## src/rtl/alu_pkg.sv

```systemverilog
// Shared opcode/state enums and status encoding for the sequential ALU.
package alu_pkg;

    localparam int unsigned OP_W = 3;

    typedef enum logic [OP_W-1:0] {
        OP_SUB  = 3'b000,
        OP_COMP = 3'b001,
        OP_SUM  = 3'b010,
        OP_CONV = 3'b011,
        OP_MUL  = 3'b100
    } alu_op_e;

    typedef enum logic [1:0] {
        S_IDLE = 2'b00,
        S_BUSY = 2'b01,
        S_DONE = 2'b10
    } alu_state_e;

    localparam logic [3:0]  ST_ERR  = 4'b1001;
    localparam int unsigned ST_EVEN = 2;
    localparam int unsigned ST_ONES = 1;

endpackage

```

## src/rtl/alu_shift_add_mul.sv

```systemverilog
// Iterative signed multiplier: magnitudes are shift-added over M steps, then the
// sign is applied and the full-precision product is range-checked against M bits.
module alu_shift_add_mul #(
    parameter int unsigned M = 8
) (
    input  logic         clk,
    input  logic         rst_n,
    input  logic         start,
    input  logic [M-1:0] a,
    input  logic [M-1:0] b,
    output logic         done_c,
    output logic [M-1:0] result_c,
    output logic         err_c
);

    localparam int unsigned CW = $clog2(M + 1);
    localparam int unsigned PW = 2 * M;

    logic [PW-1:0] acc;
    logic [PW-1:0] mcand;
    logic [M-1:0]  mplier;
    logic [CW-1:0] cnt;
    logic          neg;
    logic          run;
    logic [M-1:0]  abs_a;
    logic [M-1:0]  abs_b;
    logic [PW-1:0] prod;

    always_comb begin
        abs_a = a[M-1] ? (~a + M'(1)) : a;
        abs_b = b[M-1] ? (~b + M'(1)) : b;
    end

    // One partial product per edge; the extra edge at cnt == 0 is the finalize step.
    always_ff @(posedge clk or negedge rst_n) begin
        if (!rst_n) begin
            acc    <= '0;
            mcand  <= '0;
            mplier <= '0;
            cnt    <= '0;
            neg    <= 1'b0;
            run    <= 1'b0;
        end else if (start) begin
            acc    <= '0;
            mcand  <= {M'(0), abs_a};
            mplier <= abs_b;
            cnt    <= CW'(M);
            neg    <= a[M-1] ^ b[M-1];
            run    <= 1'b1;
        end else if (run) begin
            if (cnt != '0) begin
                acc    <= acc + (mplier[0] ? mcand : PW'(0));
                mcand  <= mcand << 1;
                mplier <= mplier >> 1;
                cnt    <= cnt - CW'(1);
            end else begin
                run <= 1'b0;
            end
        end
    end

    always_comb begin
        prod     = neg ? (~acc + PW'(1)) : acc;
        done_c   = run && (cnt == '0);
        result_c = prod[M-1:0];
        err_c    = !((prod[PW-1:M-1] == '0) || (prod[PW-1:M-1] == '1));
    end

endmodule

```

## src/rtl/alu_seq_unit.sv

```systemverilog
// Handshaked ALU: single-cycle ops plus an iterative MUL, results held in a
// registered valid/ready output stage.
module alu_seq_unit
    import alu_pkg::*;
#(
    parameter int unsigned M   = 8,
    parameter int unsigned OPW = 3
) (
    input  logic           i_clk,
    input  logic           i_reset,
    input  logic           i_valid,
    output logic           o_ready,
    input  logic [OPW-1:0] i_op,
    input  logic [M-1:0]   i_arg_A,
    input  logic [M-1:0]   i_arg_B,
    output logic           o_valid,
    input  logic           i_ready,
    output logic [M-1:0]   o_result,
    output logic [3:0]     o_status
);

    localparam int unsigned IW = $clog2(M);
    localparam int unsigned XW = M + 2;

    alu_state_e    state;
    alu_state_e    state_nx;
    logic          accept_c;
    logic          is_mul_c;
    logic          load_op_c;
    logic          mul_start_c;
    logic          mul_done_c;
    logic [M-1:0]  mul_res;
    logic          mul_err;
    logic [XW-1:0] a_x;
    logic [XW-1:0] b_x;
    logic [XW-1:0] sub_x;
    logic [XW-1:0] sum_x;
    logic [M-1:0]  neg_a;
    logic [M-1:0]  clr_mask;
    logic [M-1:0]  op_res;
    logic          op_err;

    function automatic logic fits_m(input logic [XW-1:0] x);
        return (x[XW-1:M-1] == '0) || (x[XW-1:M-1] == '1);
    endfunction

    function automatic logic [3:0] status_of(input logic err, input logic [M-1:0] res);
        logic [3:0] st;
        st = '0;
        if (err) begin
            st = ST_ERR;
        end else begin
            st[ST_EVEN] = ~^res;
            st[ST_ONES] = &res;
        end
        return st;
    endfunction

    alu_shift_add_mul #(.M(M)) u_mul (
        .clk      (i_clk),
        .rst_n    (i_reset),
        .start    (mul_start_c),
        .a        (i_arg_A),
        .b        (i_arg_B),
        .done_c   (mul_done_c),
        .result_c (mul_res),
        .err_c    (mul_err)
    );

    // Single-cycle ops evaluated at M+2 bits so the range check sees the true value.
    always_comb begin
        a_x      = {{2{i_arg_A[M-1]}}, i_arg_A};
        b_x      = {{2{i_arg_B[M-1]}}, i_arg_B};
        sub_x    = a_x - {b_x[XW-2:0], 1'b0};
        sum_x    = a_x + b_x;
        neg_a    = ~i_arg_A + M'(1);
        clr_mask = ~(M'(1) << i_arg_B[IW-1:0]);
        op_err   = 1'b0;
        op_res   = '0;
        case (i_op)
            OPW'(OP_SUB): begin
                op_err = !fits_m(sub_x);
                op_res = sub_x[M-1:0];
            end
            OPW'(OP_COMP): op_res = M'($signed(i_arg_A) < $signed(i_arg_B));
            OPW'(OP_SUM): begin
                op_err = !fits_m(sum_x);
                op_res = sum_x[M-1:0] & clr_mask;
            end
            OPW'(OP_CONV): begin
                op_err = (i_arg_A == {1'b1, {(M-1){1'b0}}});
                op_res = i_arg_A[M-1] ? (neg_a | {1'b1, {(M-1){1'b0}}}) : i_arg_A;
            end
            OPW'(OP_MUL): op_err = 1'b0;
            default:      op_err = 1'b1;
        endcase
    end

    always_ff @(posedge i_clk or negedge i_reset) begin
        if (!i_reset) begin
            state <= S_IDLE;
        end else begin
            state <= state_nx;
        end
    end

    always_comb begin
        state_nx = state;
        case (state)
            S_IDLE: if (accept_c) state_nx = is_mul_c ? S_BUSY : S_DONE;
            S_BUSY: if (mul_done_c) state_nx = S_DONE;
            S_DONE: begin
                if (accept_c) begin
                    state_nx = is_mul_c ? S_BUSY : S_DONE;
                end else if (i_ready) begin
                    state_nx = S_IDLE;
                end
            end
            default: state_nx = S_IDLE;
        endcase
    end

    // Ready depends only on state and i_ready, never on i_valid.
    always_comb begin
        o_ready = 1'b0;
        case (state)
            S_IDLE:  o_ready = 1'b1;
            S_DONE:  o_ready = i_ready;
            default: o_ready = 1'b0;
        endcase
        is_mul_c    = (i_op == OPW'(OP_MUL));
        accept_c    = i_valid && o_ready;
        load_op_c   = accept_c && !is_mul_c;
        mul_start_c = accept_c && is_mul_c;
    end

    always_ff @(posedge i_clk or negedge i_reset) begin
        if (!i_reset) begin
            o_valid  <= 1'b0;
            o_result <= '0;
            o_status <= '0;
        end else begin
            o_valid <= (state_nx == S_DONE);
            if (load_op_c) begin
                o_result <= op_err ? '0 : op_res;
                o_status <= status_of(op_err, op_res);
            end else if (mul_done_c) begin
                o_result <= mul_err ? '0 : mul_res;
                o_status <= status_of(mul_err, mul_res);
            end
        end
    end

endmodule
```

## config.mk

```make
export PLATFORM = sky130hd
export DESIGN_NAME = alu_seq_unit
export DESIGN_NICKNAME = d
export VERILOG_FILES = /design/src/rtl/alu_pkg.sv /design/src/rtl/alu_shift_add_mul.sv /design/src/rtl/alu_seq_unit.sv
export SDC_FILE = /design/constraint.sdc
export NUM_CORES = 1
export LEC_CHECK = 0
export BUFFER_PORTS_ARGS = -buffer_cell sky130_fd_sc_hd__buf_2
export CAP_MARGIN = 10
export CORE_MARGIN = 2
export CORE_UTILIZATION = 50
export DETAILED_ROUTE_END_ITERATION = 6
export PLACE_DENSITY = 0.64
export SLEW_MARGIN = 10
export SYNTH_ARGS = -nofsm -noshare
export SYNTH_HDL_FRONTEND = slang
export SYNTH_SLANG_ARGS = --single-unit
```

## constraint.sdc

```tcl
create_clock -name i_clk -period 3.85 [get_ports i_clk]
set_clock_uncertainty 0.05 [all_clocks]
set_input_delay 0 -clock i_clk [delete_from_list [all_inputs] [get_ports i_clk]]
set_output_delay 0 -clock i_clk [all_outputs]
set_load 0.03 [all_outputs]
```

==> metrics, run 1 <==
Net Sw Frac=46.9%; routability cong.=0.932; unrepaired setup endpoints after global routing=no; final setup TNS=0 ns; Worst EP arrival=3.79 ns; crit path kind=in2reg; Internal=0.00198 W; vias per cell=5.98; Yosys warning total=0; placed cell count=856; commonest register cell after synthesis=dfrtp_1; die footprint=12000 sq um; total number of vias=5255; Starting DRT DRC Count=448; critical path data required time=4.09 ns; # rows=38; reg2reg path depth=10; overall power=0.00373 W; CTS Root Buffer Type=clkbuf_8; critical path peak fanout=9; total wire length=15200 um; CTS tree=built; Synth area leader=dfrtp_1; run status=finished, final reports clean; Tot GR Track Use=26.8%; Post-synth top cells=nand2_1, a21oi_1, dfrtp_1, nor2_1, ha_1; min Tclk post-route=3.55 ns; top post-synthesis cells by area=dfrtp_1, ha_1, nand2_1, a21oi_1, xnor2_1; #FFs+latches synth=60; WL per Instance=17.3 um; remaining global-route overflow=0; Synth top area share=27.1%; post-synthesis cell area=5550 sq um; CP endpoint kind=flop; Final setup viols=0; max-cap violations=0; initial antenna violation count=0; share of layout cells above drive strength 1=10.7%; Post-CTS Setup Bufs=0; P_leak=2.80 nW; part of the cycle the worst path needs=92.1%; crit path capture=o_result[4]; final hold vios=0; Num CTS Buffers=9; Post-DP HPWL=11400 um; vias in the first global route=5048; DRC=0; Min-Delay Path Class=in2reg; ANT cells=0; post-synthesis sequential area ratio=27.1%; first-pass GRT wire length=25100 um; post-route ant nets=0; FMAX=282 MHz; reg2reg end=o_status[0]; # port buffers=36; final cell count without fillers=879; clock power share=16.2%; core footprint=10800 sq um; num ports=37; Synthesized Nets=782; sequential share of power=30.6%; Post-synth EDFFs=0; nets=815; worst flop-to-flop path startpoint=u_mul.acc[1]; Starting Density=51.2%; Post-Syn Area per Cell=7.91 sq um; Netlist cell types=69; measured slew at the worst slew-check pin=0.882 ns; area grow syn2layout=10.3%; Max Slew Vio Count=0; clock transition at the registers of the reported paths=0.07 ns; largest net degree at the start of global routing=35; clock insertion delay at the later pin of the skew report=0.36 ns; CP startpoint kind=primary input; share of flip-flops with an asynchronous set or reset=100%; Net Switching=0.00175 W; Worst Setup SP=i_arg_B[0]; TritonCTS Sinks=60; Mapped Cells=701; combinational power share=53.3%; clock buffer depth=2; die height=109 um; most frequent cell after synthesis=nand2_1; H-tree depth=3; P per Cell Area=610 nW/um^2; 1st-pass router iterations=5; headroom to the max-slew limit=41.1%; Reg2Reg Setup Slack=0.69 ns; Die X-Extent=109 um; VDD IR max=0.517 mV
## cell usage in the layout (no fill, tap or decap), drive strengths merged, types with 13 or more instances in the layout
cell type    n
a21oi       63
a31oi       16
and2        17
buf         43
dfrtp       60
ha          55
inv         30
nand2      109
nand3       25
nor2        60
o21ai       34
xnor2       34
xor2        13
## worst max-delay path: stages
cell	delay, ns
dlygate4sd3_1	0.53
buf_2	0.20
ha_1	0.21
inv_1	0.06
fa_1	0.42
a211oi_1	0.40
o21a_1	0.22
o21bai_1	0.19
mux2_2	0.38
a211oi_1	0.36
nand4b_1	0.32
a2111o_1	0.42
nand3_1	0.07
## cell type report
class / instances / area, sq um
timing repair buffer: 50 / 303
sequential: 60 / 1500
clock buffer: 12 / 155
clock inverter: 4 / 47.5
multi-input combinational: 583 / 3820
inverter: 30 / 113
fill: 1009 / 4720
tap: 140 / 175
## layer usage
metal,part of all wire (%),up-vias,track usage [%],routed length (um)
li1,-,2580,-,-
met3,5.7,21,3.97,860
met5,0,-,0,0
met4,2.0,0,9.76,306
met1,48,2479,38.7,7250
met2,45,175,40.5,6770
## flip-flops by register name, summed over array words and instances, names as in the netlist
name,count
o_status,3
u_mul.neg,1
u_mul.mplier,8
o_valid,1
u_mul.run,1
u_mul.cnt,4
state,2
u_mul.acc,16
o_result,8
u_mul.mcand,16
## logic make-up after synthesis
logic type	share of synthesized area, %
AND/OR/NAND/NOR	24.7
AO/OA/AOI/OAI	22.6
flip-flops	27.1
buffers and inverters	4.04
adder cells (fa/ha/maj)	13.5
XOR/XNOR	7.42
multiplexers	0.767
## timing repair
item | 4_1_cts | 5_1_grt
hold buffers | 7 | 0
hold endpoints to repair | 32 | 0
gates resized for setup | 0 | 0
## power by group through the flow
stage | Clock, W | Combinational [W] | Sequential [W]
3_5_place_dp | 0 | 0.00197 | 0.00115
5_1_grt | 0.000646 | 0.00224 | 0.00118
6_report | 0.000604 | 0.00199 | 0.00114
4_1_cts | 0.000620 | 0.00199 | 0.00113
3_3_place_gp | 0 | 0.00193 | 0.00113
2_1_floorplan | 0 | 0.00157 | 0.00106
## worst min-delay path by stage
stage	start	to	depth (start not counted)
3_5_place_dp	i_reset	u_mul.acc[15]	1
6_report	i_arg_B[4]	u_mul.mplier[4]	4
2_1_floorplan	i_reset	o_result[0]	0
5_1_grt	i_arg_B[4]	u_mul.mplier[4]	4
3_3_place_gp	i_reset	u_mul.acc[15]	1
4_1_cts	i_arg_B[4]	u_mul.mplier[4]	4
## per-stage QoR
step                      util, %  setup slack (ns)  instance area, sq um  hold WS, ns
after floorplan                 -              1.08                  5550       -0.346
after global placement       53.9             0.691                  5850       0.0107
after detailed placement     53.9             0.545                  5850       0.0182
after CTS                    56.5             0.423                  6120      0.00712
after global routing         56.5             0.119                  6120       0.0419
final                        56.5             0.303                  6120       0.0202
(Power assumes the default switching activity.)
==> run 2, diff against run 1 <==
--- a/config.mk
+++ b/config.mk
@@ -8,9 +8,9 @@
 export BUFFER_PORTS_ARGS = -buffer_cell sky130_fd_sc_hd__buf_2
 export CAP_MARGIN = 10
 export CORE_MARGIN = 2
-export CORE_UTILIZATION = 50
+export CORE_UTILIZATION = 54
 export DETAILED_ROUTE_END_ITERATION = 6
-export PLACE_DENSITY = 0.64
+export PLACE_DENSITY = 0.68
 export SLEW_MARGIN = 10
 export SYNTH_ARGS = -nofsm -noshare
 export SYNTH_HDL_FRONTEND = slang
==> metrics, run 2 (synthesis gave the netlist of run 1 again) <==
# rows=37; reg2reg end=o_result[0]; Worst EP arrival=3.71 ns; nets=812; core footprint=10100 sq um; max-cap violations=0; post-route ant nets=0; headroom to the max-slew limit=41.7%; min Tclk post-route=3.48 ns; die height=105 um; 1st-pass router iterations=5; Post-DP HPWL=11500 um; critical path data required time=4.08 ns; Starting DRT DRC Count=465; CP endpoint kind=flop; CTS tree=built; total number of vias=5262; H-tree depth=3; VDD IR max=0.362 mV; total wire length=15300 um; largest net degree at the start of global routing=37; CTS Root Buffer Type=clkbuf_8; vias per cell=6.04; final hold vios=0; Max Slew Vio Count=0; routability cong.=1.03; num ports=37; first-pass GRT wire length=24800 um; Die X-Extent=105 um; area grow syn2layout=9.72%; Num CTS Buffers=9; clock transition at the registers of the reported paths=0.07 ns; reg2reg path depth=10; Final setup viols=0; final setup TNS=0 ns; P_leak=2.79 nW; worst flop-to-flop path startpoint=u_mul.acc[0]; crit path kind=in2reg; Min-Delay Path Class=in2reg; clock buffer depth=2; Worst Hold Depth=3; Post-CTS Hold Fix Bufs=5; Tot GR Track Use=27.9%; share of layout cells above drive strength 1=10.3%; unrepaired setup endpoints after global routing=no; initial antenna violation count=0; remaining global-route overflow=0; FMAX=287 MHz; critical path peak fanout=9; commonest non-fill, non-tap cell in the layout=nand2_1; vias in the first global route=4853; CP startpoint kind=primary input; post_cts resized=0; Place WS=0.575 ns; Post-CTS Setup Bufs=0; die footprint=11100 sq um; part of the cycle the worst path needs=90.5%; clock insertion delay at the later pin of the skew report=0.34 ns; worst hold path endpoint=u_mul.mcand[0]; Reg2Reg Setup Slack=0.66 ns; Starting Density=54.7%; WL per Instance=17.6 um; DRC=0; measured slew at the worst slew-check pin=0.874 ns; TritonCTS Sinks=60; # port buffers=36; biggest regs=u_mul.acc: 16 flops, u_mul.mcand: 16 flops; min setup slack post-route=0.367 ns; P per Cell Area=614 nW/um^2; ANT cells=0; commonest non-fill, non-tap cells in the layout=nand2_1, a21oi_1, dfrtp_1; run status=finished, final reports clean; Worst Hold Launch=i_arg_A[0]
run 2: cell types whose count changed in the layout (fill, tap and decap cells not counted), sizes merged:
cell and change:
clkbuf +2, clkinv -2, clkinvlp -1, buf -1, dlygate4sd3 -2
run 2: worst max-delay path by stage:
stage                  from          end  cells past startpoint
5_1_grt          i_arg_B[0]  o_result[4]                     13
4_1_cts          i_arg_B[0]  o_result[4]                     13
3_5_place_dp     i_arg_A[1]  o_result[4]                     13
6_report         i_arg_B[0]  o_result[4]                     13
3_3_place_gp     i_arg_A[1]  o_result[4]                     13
2_1_floorplan  u_mul.acc[1]  o_status[0]                     11
run 2: power breakdown:
part | leakage [nW] | total [W] | switching [W] | internal (W)
Clock | 0.103 | 0.000610 | 0.000260 | 0.000350
Sequential | 0.782 | 0.00114 | 0.000290 | 0.000849
Combinational | 1.90 | 0.00199 | 0.00119 | 0.000795
run 2: metrics by stage:
stage,cells,hold WS (ns),power (W),cell area [sq um],utilization (%)
floorplan,701,-0.346,0.00262,5550,-
finish,871,0.0241,0.00374,6090,60.0
global route,871,0.0211,0.00404,6090,60.0
global placement,851,0.0879,0.00304,5830,57.5
detailed placement,851,0.119,0.00310,5830,57.5
CTS,871,0.00312,0.00373,6090,60.0
run 2: per-layer routing:
layer	vias to the layer above	part of all wire [%]	GRT usage [%]
met5	-	0	0
met1	2497	49	41.1
li1	2573	-	-
met4	0	1.5	8.00
met3	22	5.5	4.95
met2	170	44	41.7
run 2: worst max-delay path, stage by stage:
cell and delay [ns]:
dlygate4sd3_1 0.53, buf_2 0.20, ha_1 0.21, inv_1 0.07, fa_1 0.41, a211oi_1 0.39
o21a_1 0.21, o21bai_1 0.18, mux2_2 0.37, a211oi_1 0.29, nand4b_1 0.32, a2111o_1 0.44
nand3_1 0.08
run 2: final cells by class:
| type | instances | area (sq um) |
|---|---|---|
| clock buffers | 14 | 173 |
| clock inverters | 1 | 30.0 |
| fillers | 948 | 4050 |
| inverters | 30 | 113 |
| multi-input cells | 583 | 3820 |
| flip-flops and latches | 60 | 1500 |
| well taps | 136 | 170 |
| repair buffers | 47 | 275 |
